## src/rtl/gpsreceiver2_pkg.sv

```systemverilog
// gpsreceiver2_pkg
// Shared definitions for the GPS-SDR RX capture controller:
//   - capture FSM state encoding (IDLE / CAPTURE / DONE)
//   - capture mode constants (one-shot / circular)
//   - default geometry of the RX sample buffer
package gpsreceiver2_pkg;

  typedef enum logic [1:0] {
    ST_IDLE    = 2'd0,
    ST_CAPTURE = 2'd1,
    ST_DONE    = 2'd2
  } cap_state_e;

  localparam logic MODE_ONESHOT  = 1'b0;
  localparam logic MODE_CIRCULAR = 1'b1;

  localparam int DEF_ADDR_W = 11;
  localparam int DEF_NCHAN  = 2;
  localparam int DEF_DATA_W = 2;

endpackage

```

## src/rtl/gpsreceiver2_capture_decim.sv

```systemverilog
// gpsreceiver2_decim
// Decimation gate for the capture controller: passes the first candidate
// sample after arm, then one of every (r_decim+1) candidates.
// Only instantiated when GPSRX2_DECIM_EN is defined.
// Ports:
//   rxb0_clk   in  capture clock
//   r_reset    in  synchronous active-high reset
//   arm        in  capture is being armed this cycle (phase restarts)
//   cand       in  a sample is offered for capture this cycle
//   r_decim    in  decimation factor minus one
//   gate_open  out current candidate may be accepted
module gpsreceiver2_decim (
  input  logic       rxb0_clk,
  input  logic       r_reset,
  input  logic       arm,
  input  logic       cand,
  input  logic [3:0] r_decim,
  output logic       gate_open
);

  logic [3:0] phase_q, phase_d;

  assign gate_open = (phase_q == 4'd0);

  always_comb begin
    phase_d = phase_q;
    if (arm) begin
      phase_d = 4'd0;
    end else if (cand) begin
      // >= rather than == so a factor lowered mid-pass cannot strand the phase
      phase_d = (phase_q >= r_decim) ? 4'd0 : phase_q + 4'd1;
    end
  end

  always_ff @(posedge rxb0_clk) begin
    if (r_reset) phase_q <= 4'd0;
    else         phase_q <= phase_d;
  end

endmodule

```

## src/rtl/gpsreceiver2_capture.sv

```systemverilog
// gpsreceiver2_capture
// Capture controller for the GPS-SDR receive path. Writes packed
// multi-channel front-end samples into the RX sample buffer in one-shot or
// circular mode with a programmable pass length, and reports progress.
// Optional feature macro: GPSRX2_DECIM_EN (adds r_decim and decimation gate).
// Ports:
//   rxb0_clk, r_reset       clock / synchronous active-high reset
//   r_enable, r_mode        arm level, 0 = one-shot, 1 = circular
//   r_length                samples per pass (0 = full depth), latched on arm
//   sample_valid/data       front-end sample strobe and packed samples
//   r_decim                 keep 1 of r_decim+1 samples (macro only)
//   rxb_we/adr/dat          registered buffer write port
//   rx_count                writes since arm, saturating
//   r_busy/r_done/r_wrapped status
module gpsreceiver2_capture
  import gpsreceiver2_pkg::*;
#(
  parameter int ADDR_W = DEF_ADDR_W,
  parameter int NCHAN  = DEF_NCHAN,
  parameter int DATA_W = DEF_DATA_W
) (
  input  logic                    rxb0_clk,
  input  logic                    r_reset,
  input  logic                    r_enable,
  input  logic                    r_mode,
  input  logic [ADDR_W-1:0]       r_length,
  input  logic                    sample_valid,
  input  logic [NCHAN*DATA_W-1:0] sample_data,
`ifdef GPSRX2_DECIM_EN
  input  logic [3:0]              r_decim,
`endif
  output logic                    rxb_we,
  output logic [ADDR_W-1:0]       rxb_adr,
  output logic [NCHAN*DATA_W-1:0] rxb_dat,
  output logic [ADDR_W:0]         rx_count,
  output logic                    r_busy,
  output logic                    r_done,
  output logic                    r_wrapped
);

  localparam int SW = NCHAN * DATA_W;

  cap_state_e        state_q, state_d;
  logic [ADDR_W-1:0] len_q, len_d;
  logic              mode_q, mode_d;
  logic [ADDR_W-1:0] ptr_q, ptr_d;
  logic [ADDR_W:0]   count_q, count_d;
  logic              done_q, done_d;
  logic              wrapped_q, wrapped_d;
  logic              we_q, we_d;
  logic [ADDR_W-1:0] adr_q, adr_d;
  logic [SW-1:0]     dat_q, dat_d;

  logic              arm, cand, gate_open, accept;
  logic [ADDR_W-1:0] last_adr;

  function automatic logic [ADDR_W:0] sat_inc(input logic [ADDR_W:0] v);
    return (v == '1) ? v : v + (ADDR_W + 1)'(1);
  endfunction

  assign arm    = (state_q == ST_IDLE) && r_enable;
  assign cand   = (state_q == ST_CAPTURE) && r_enable && sample_valid;
  assign accept = cand && gate_open;
  // len_q == 0 wraps to all-ones here, i.e. a full-depth pass
  assign last_adr = len_q - ADDR_W'(1);

`ifdef GPSRX2_DECIM_EN
  gpsreceiver2_decim u_decim (
    .rxb0_clk  (rxb0_clk),
    .r_reset   (r_reset),
    .arm       (arm),
    .cand      (cand),
    .r_decim   (r_decim),
    .gate_open (gate_open)
  );
`else
  assign gate_open = 1'b1;
`endif

  always_comb begin
    state_d   = state_q;
    len_d     = len_q;
    mode_d    = mode_q;
    ptr_d     = ptr_q;
    count_d   = count_q;
    done_d    = done_q;
    wrapped_d = wrapped_q;
    we_d      = 1'b0;
    adr_d     = adr_q;
    dat_d     = dat_q;
    case (state_q)
      ST_IDLE: begin
        if (r_enable) begin
          state_d   = ST_CAPTURE;
          len_d     = r_length;
          mode_d    = r_mode;
          ptr_d     = '0;
          count_d   = '0;
          done_d    = 1'b0;
          wrapped_d = 1'b0;
        end
      end
      ST_CAPTURE: begin
        if (!r_enable) begin
          state_d = ST_IDLE;
        end else if (accept) begin
          we_d    = 1'b1;
          adr_d   = ptr_q;
          dat_d   = sample_data;
          count_d = sat_inc(count_q);
          if (ptr_q == last_adr) begin
            ptr_d = '0;
            if (mode_q == MODE_ONESHOT) begin
              state_d = ST_DONE;
              done_d  = 1'b1;
            end else begin
              wrapped_d = 1'b1;
            end
          end else begin
            ptr_d = ptr_q + ADDR_W'(1);
          end
        end
      end
      ST_DONE: begin
        if (!r_enable) state_d = ST_IDLE;
      end
      default: state_d = ST_IDLE;
    endcase
  end

  always_ff @(posedge rxb0_clk) begin
    if (r_reset) begin
      state_q   <= ST_IDLE;
      len_q     <= '0;
      mode_q    <= MODE_ONESHOT;
      ptr_q     <= '0;
      count_q   <= '0;
      done_q    <= 1'b0;
      wrapped_q <= 1'b0;
      we_q      <= 1'b0;
      adr_q     <= '0;
      dat_q     <= '0;
    end else begin
      state_q   <= state_d;
      len_q     <= len_d;
      mode_q    <= mode_d;
      ptr_q     <= ptr_d;
      count_q   <= count_d;
      done_q    <= done_d;
      wrapped_q <= wrapped_d;
      we_q      <= we_d;
      adr_q     <= adr_d;
      dat_q     <= dat_d;
    end
  end

  assign rxb_we    = we_q;
  assign rxb_adr   = adr_q;
  assign rxb_dat   = dat_q;
  assign rx_count  = count_q;
  assign r_busy    = (state_q == ST_CAPTURE);
  assign r_done    = done_q;
  assign r_wrapped = wrapped_q;

endmodule

```

## config.mk

```make
export PLATFORM = sky130hd
export DESIGN_NAME = gpsreceiver2_capture
export DESIGN_NICKNAME = d
export VERILOG_FILES = /design/src/rtl/gpsreceiver2_pkg.sv /design/src/rtl/gpsreceiver2_capture_decim.sv /design/src/rtl/gpsreceiver2_capture.sv
export SDC_FILE = /design/constraint.sdc
export NUM_CORES = 1
export LEC_CHECK = 0
export ABC_AREA = 1
export CAP_MARGIN = 5
export CORE_ASPECT_RATIO = 1.5
export CORE_MARGIN = 2
export CORE_UTILIZATION = 54
export CTS_BUF_LIST = sky130_fd_sc_hd__clkbuf_2
export DETAILED_ROUTE_END_ITERATION = 12
export GPL_TIMING_DRIVEN = 0
export PLACE_DENSITY = 0.82
export SETUP_SLACK_MARGIN = 0.05
export SLEW_MARGIN = 15
export SYNTH_ARGS = -nofsm -noshare
export SYNTH_HDL_FRONTEND = slang
export SYNTH_SLANG_ARGS = --single-unit
export TNS_END_PERCENT = 10
```

## constraint.sdc

```tcl
create_clock -name rxb0_clk -period 2.5 [get_ports rxb0_clk]
set_input_delay 0.375 -clock rxb0_clk [delete_from_list [all_inputs] [get_ports rxb0_clk]]
set_output_delay 0.375 -clock rxb0_clk [all_outputs]
set_load 0.01 [all_outputs]
```

# --- Word level (Yosys, flattened, before mapping) ---
# Cells that the tools add are included.
op_classes:
  mux: 29
  bitwise: 2
  n_eq_ne: 15
  n_addsub: 3
  reduce_logical: 12
ops:
  columns: ["operator", "n"]
  rows:
  - ["12-bit two-way mux", 4]
  - ["11-bit two-way mux", 4]
  - ["12-bit one-hot mux with 2 select lines", 1]
  - ["11-bit one-hot mux with 2 select lines", 1]
  - ["12-bit by 1-bit adder with 12-bit output, second input constant", 1]
  - ["12-bit equality test, second input constant", 1]
  - ["2-bit two-way mux", 6]
  - ["6-bit AND reduction", 2]
  - ["11-bit by 1-bit adder with 11-bit output, second input constant", 1]
  - ["11-bit equality test", 1]
  - ["11-bit by 1-bit subtractor with 11-bit output, second input constant", 1]
  - ["1-bit two-way mux", 10]
  - ["2-bit != test, second input constant", 5]
  - ["5-bit AND reduction", 2]
  - ["2-bit by 1-bit != test with 1-bit output, second input constant", 3]
  - ["3-bit by 2-bit != test with 1-bit output, second input constant", 2]
  - ["2-bit one-hot mux with 3 select lines", 1]
  - ["1-bit one-hot mux with 2 select lines", 2]
  - ["4-bit AND reduction", 1]
  - ["3-bit != test, second input constant", 1]
  - ["3-bit AND reduction", 1]
  - ["3-bit OR reduction", 1]
  - ["2-bit by 1-bit equality test with 1-bit output, second input constant", 1]
  - ["2-bit equality test, second input constant", 1]
  - ["5 further kinds", 7]
totals:
  word_cells: 71
  regBits: 55
  out_inout_bits: 31
  in_bits: 20

# --- Longest topological paths before layout ---
depth:
  depth_word: 6
  depth_mapped: 17
  mapped_depth_nobuf: 17

# --- Worst setup path before layout ---
# OpenSTA, ideal clock, no wires.
synth_timing:
  path_kind: "register -> register"
  startpoint: "reg len_q[0]"
  endpoint: "reg ptr_q[0]"
  path_buffers: 0
  required_ns: 2.378
  slack_ns: 0.770
  arrival_ns: 1.608
  stages_incl_launch_ff: 16
  synth_period_minus_slack_ns: 1.730
  setup_time_ns: 0.122
  path_cell_list: "dfxtp_1 -> inv_2 -> ha_1 -> inv_1 -> nor2_1 -> nand2_1 -> nand3_1 -> nand2_1 -> inv_1 -> nand3_1 -> nor2_1 -> nand3_2 -> nand2_2 -> nand2_1 -> nand2_2 -> a21oi_1"
synth_via:
  elab_chain_cells: 6
synth_lines:
  columns: ["element", "line_no", "rtl"]
  rows:
  - ["from (decl)", "gpsreceiver2_capture.sv:44", "logic [ADDR_W-1:0] len_q, len_d;"]
  - ["from (signal assigned)", "gpsreceiver2_capture.sv:145", "len_q <= len_d;"]
  - ["11-bit by 1-bit subtractor with 11-bit output", "gpsreceiver2_capture.sv:65", "assign last_adr = len_q - ADDR_W'(1);"]
  - ["11-bit equality test", "gpsreceiver2_capture.sv:111", "if (ptr_q == last_adr) begin"]
  - ["11-bit two-way mux", "gpsreceiver2_capture.sv:111", null]
  - ["11-bit two-way mux", "gpsreceiver2_capture.sv:106", "end else if (accept) begin"]
  - ["11-bit two-way mux", "gpsreceiver2_capture.sv:104", "if (!r_enable) begin"]
  - ["11-bit one-hot mux with 2 select lines", "gpsreceiver2_capture.sv:91", "case (state_q)"]
  - ["to (signal assigned)", "gpsreceiver2_capture.sv:147", "ptr_q <= ptr_d;"]
  - ["to (decl)", "gpsreceiver2_capture.sv:46", "logic [ADDR_W-1:0] ptr_q, ptr_d;"]
# No other way between the ends. The select of a mux whose other input is x is not followed.
# A chain may end at the register's enable or synchronous reset.

# --- Final worst setup path ---
layout_timing:
  startpoint: "reg state_q[0]"
  endpoint: "out r_busy"
layout_via:
  elab_chain_cells: 1
layout_lines:
  columns: ["element", "line_no", "rtl"]
  rows:
  - ["from (decl)", "gpsreceiver2_capture.sv:43", "cap_state_e state_q, state_d;"]
  - ["from (signal assigned)", "gpsreceiver2_capture.sv:144", "state_q <= state_d;"]
  - ["2-bit by 1-bit equality test with 1-bit output", "gpsreceiver2_capture.sv:161", "assign r_busy = (state_q == ST_CAPTURE);"]
  - ["to (decl)", "gpsreceiver2_capture.sv:36", "output logic r_busy,"]
# No other way between the ends.

==> results.md <==
* Routed vias/inst at 5.17
* Layer with the highest usage: met2
* Input/output buffers at 49
* Worst Path Arrival at 1.83 ns
* # nets final at 462
* TritonRoute pass-1 iters at 5
* Core Region at 4850 um^2
* DR WL/cell at 12.7 um
* Net Count, Synth at 406
* Cells after DPL at 498
* # diodes at 0
* DRC at 0
* Critical path's slowest cell: clkdlybuf4s50_1
* Worst Hold Class: primary input to flip-flop
* Register area at 1100 um^2
* Final Power at 1.87 mW
* Flop2flop setup slack at 0.36 ns
* Status: finished, final reports clean
* Layout Cells excl Fill at 506
* Clk slew on worst S/H paths at 0.26 ns
* CTS root buf: clkbuf_2
* Leakage power total at 1.29 nW
* Crit path max-delay family: buffers and inverters
* Routed Antenna Nets at 0
* Peak supply drop at 0.000375 V
* Gr ovfl total at 0
* Worst slew pin tran at 0.527 ns
* Clk buf depth at 2
* Clk sinks at 55
* Seq cells post-synth at 55
* Sequential share of the synthesized area at 0.402
* Chip Width at 62.2 um
* Initial antenna violation count at 0
* Max-capacitance violation count at 0
* P&R area growth vs syn at 22.6%
* CP Max Fanout at 5
* Fillers at 442
* Placer Congestion at 0.882
* Worst skew pair latency at 0.47 ns
* # IOs at 51
* Final hold viol count at 0
* Ratio of cells with drive above 1 in the final layout at 0.102
* Met2 Use GR at 0.476
* Largest net degree at the start of global routing at 18
* Synth Instances at 383
* Part of the cycle the worst path needs at 0.881
* Die footprint at 5670 um^2
* Slowest stage delay, CP at 0.60 ns
* Kind of critical path: flip-flop to output port
* Vias in the first global route at 2541
* Reg2Reg Depth at 15
* Clk_skew at 0.0123 ns
* Worst setup path end: r_busy
* Crit-path cells: inv_1 > nor2_2 > clkdlybuf4s50_1
* CP bufs+invs at 2
* Die height at 91.2 um
* Area occupied by multi-input gates at 1440 um^2
* Setup crit end kind: output port
* Post-cts resize count at 0
* Total global-route track usage at 0.238
* Average size of a mapped cell at 7.15 um^2
* FF-to-FF Start: len_q[1]
* Fmax achieved at 0.454 GHz
* FP Rows at 31
* Worst endpoint required time at 2.12 ns
* Met1 usage at 0.242
* DRT iter0 DRCs at 78
* Max Slew Vio Count at 0
* Most frequent cells in the layout: nand2_1 (80), dfxtp_1 (55), clkdlybuf4s50_1 (49)
* Critical path depth at 3
* CTS tree: built
* TritonCTS Buffers at 5
* Clock H-tree levels at 2
* Setup_tns at 0 ns
* Met3 Use GR at 0.0372
* CP startpoint kind: flip-flop
* Post-synthesis cell area at 2740 um^2
* Cts-stage hold buffer count at 0
* Crit path from: state_q[0]
* RSZ-0062 raised after global routing: no
* Cell area power density at 558 nW/um^2
* Final setup viols at 0
* Yosys warning count at 0
* Vias at 2617
* Min Tclk post-route at 2.20 ns
* First-pass GRT wire length at 11.0 mm
* Reg2reg end: ptr_q[8]
* Commonest non-fill, non-tap cell in the layout: nand2_1
* Initial core utilization at 0.565
* Total Wirelength at 6.43 mm
* Post-synthesis cell type count at 32
* Post-CTS Setup Inserts at 0
* Hpwl dp at 5.21 mm
* Relative slew slack at 0.647
* Worst Hold Launch: sample_valid
==> registers in the layout, indices dropped and copies added, names as in the netlist, 2 cells and up <==
signal and flops:
rxb_dat 4, rxb_adr 11, state_q 2, ptr_q 11
len_q 11, rx_count 12
==> per-layer routing <==
| metal | wire (um) | share of wire |
|---|---|---|
| met1 | 2480 | 0.39 |
| met2 | 3690 | 0.57 |
| met3 | 158 | 0.025 |
| met4 | 104 | 0.016 |
| met5 | 0 | 0 |
==> worst reg2reg max path, cell delays in order (launching register included) <==
cell     delay [ns]
dfxtp_1        0.36
inv_1          0.12
ha_1           0.24
inv_1          0.07
nor2_1         0.21
nand2_1        0.12
nand3_1        0.10
nand2_1        0.05
inv_1          0.04
nand3_1        0.05
nor2_1         0.15
nand3_2        0.13
nand2_2        0.12
nand2_1        0.06
nand2_2        0.18
nor2_1         0.07
==> where the power goes <==
part           internal [mW]  switching, mW  leakage, nW
registers              0.926         0.0434        0.447
clock network         0.0672          0.287       0.0266
logic                  0.201          0.350        0.819
total                   1.19          0.681         1.29
==> synth_stat cells <==
cell,count,area [um^2]
nand2_2,7,43.8
nor4_1,1,6.26
nor2_2,6,37.5
nor2_4,3,33.8
a211oi_1,1,7.51
nand3_1,38,190
nand2_1,80,300
o21bai_2,1,11.3
buf_1,1,3.75
nand4_1,7,43.8
o21ai_2,2,17.5
inv_6,1,8.76
dfxtp_1,55,1100
nor3_2,3,30.0
nand2_4,3,33.8
xnor2_1,1,8.76
nor2_1,39,146
o21ai_1,1,5.00
nand3_2,3,30.0
a21oi_1,37,185
inv_2,5,18.8
xor2_1,13,114
o21ai_0,17,85.1
a22oi_1,1,7.51
buf_2,2,10.0
inv_1,35,131
nor3_1,8,40.0
clkinv_2,1,5.00
a21o_1,1,7.51
clkbuf_1,6,22.5
ha_1,3,37.5
nor3_4,1,16.3
==> metrics by stage <==
| step | hold WS, ns | instance area, um^2 | utilization | setup slack (ns) |
|---|---|---|---|---|
| global placement | 0.439 | 3310 | 0.683 | 0.332 |
| global route | 0.231 | 3360 | 0.693 | 0.171 |
| CTS | 0.214 | 3360 | 0.693 | 0.288 |
| finish | 0.218 | 3360 | 0.693 | 0.298 |
| detailed placement | 0.451 | 3310 | 0.683 | 0.313 |
| floorplan | 0.457 | 2740 | - | 0.770 |
==> final cells by class <==
type | count | share of cell area
multi-input combinational | 277 | 0.428
clock inverter | 3 | 0.00596
sequential | 55 | 0.328
tap | 66 | 0.0246
inverter | 42 | 0.0488
timing repair buffer | 49 | 0.146
buffer | 9 | 0.0108
clock buffer | 5 | 0.00745
==> cells by family (layout without fill, tap and decap cells) <==
group | Yosys count | count (layout) | share of synthesized area
xor gates and xnor gates | 14 | 14 | 0.0447
AOI/OAI and AO/OA | 61 | 61 | 0.119
and+or+nand+nor | 199 | 199 | 0.347
adders and majority gates | 3 | 3 | 0.0137
DFF | 55 | 55 | 0.402
buffers and inverters | 51 | 108 | 0.0731
==> how the worst min path moves through the flow <==
stage,endpoint,slack (ns),cells after the start
floorplan,r_wrapped,0.46,2
global placement,r_done,0.44,2
detailed placement,r_wrapped,0.45,2
CTS,rxb_dat[2],0.21,3
global route,rxb_adr[0],0.23,3
finish,rxb_dat[2],0.22,3
Power figures use the tool's default switching activity.
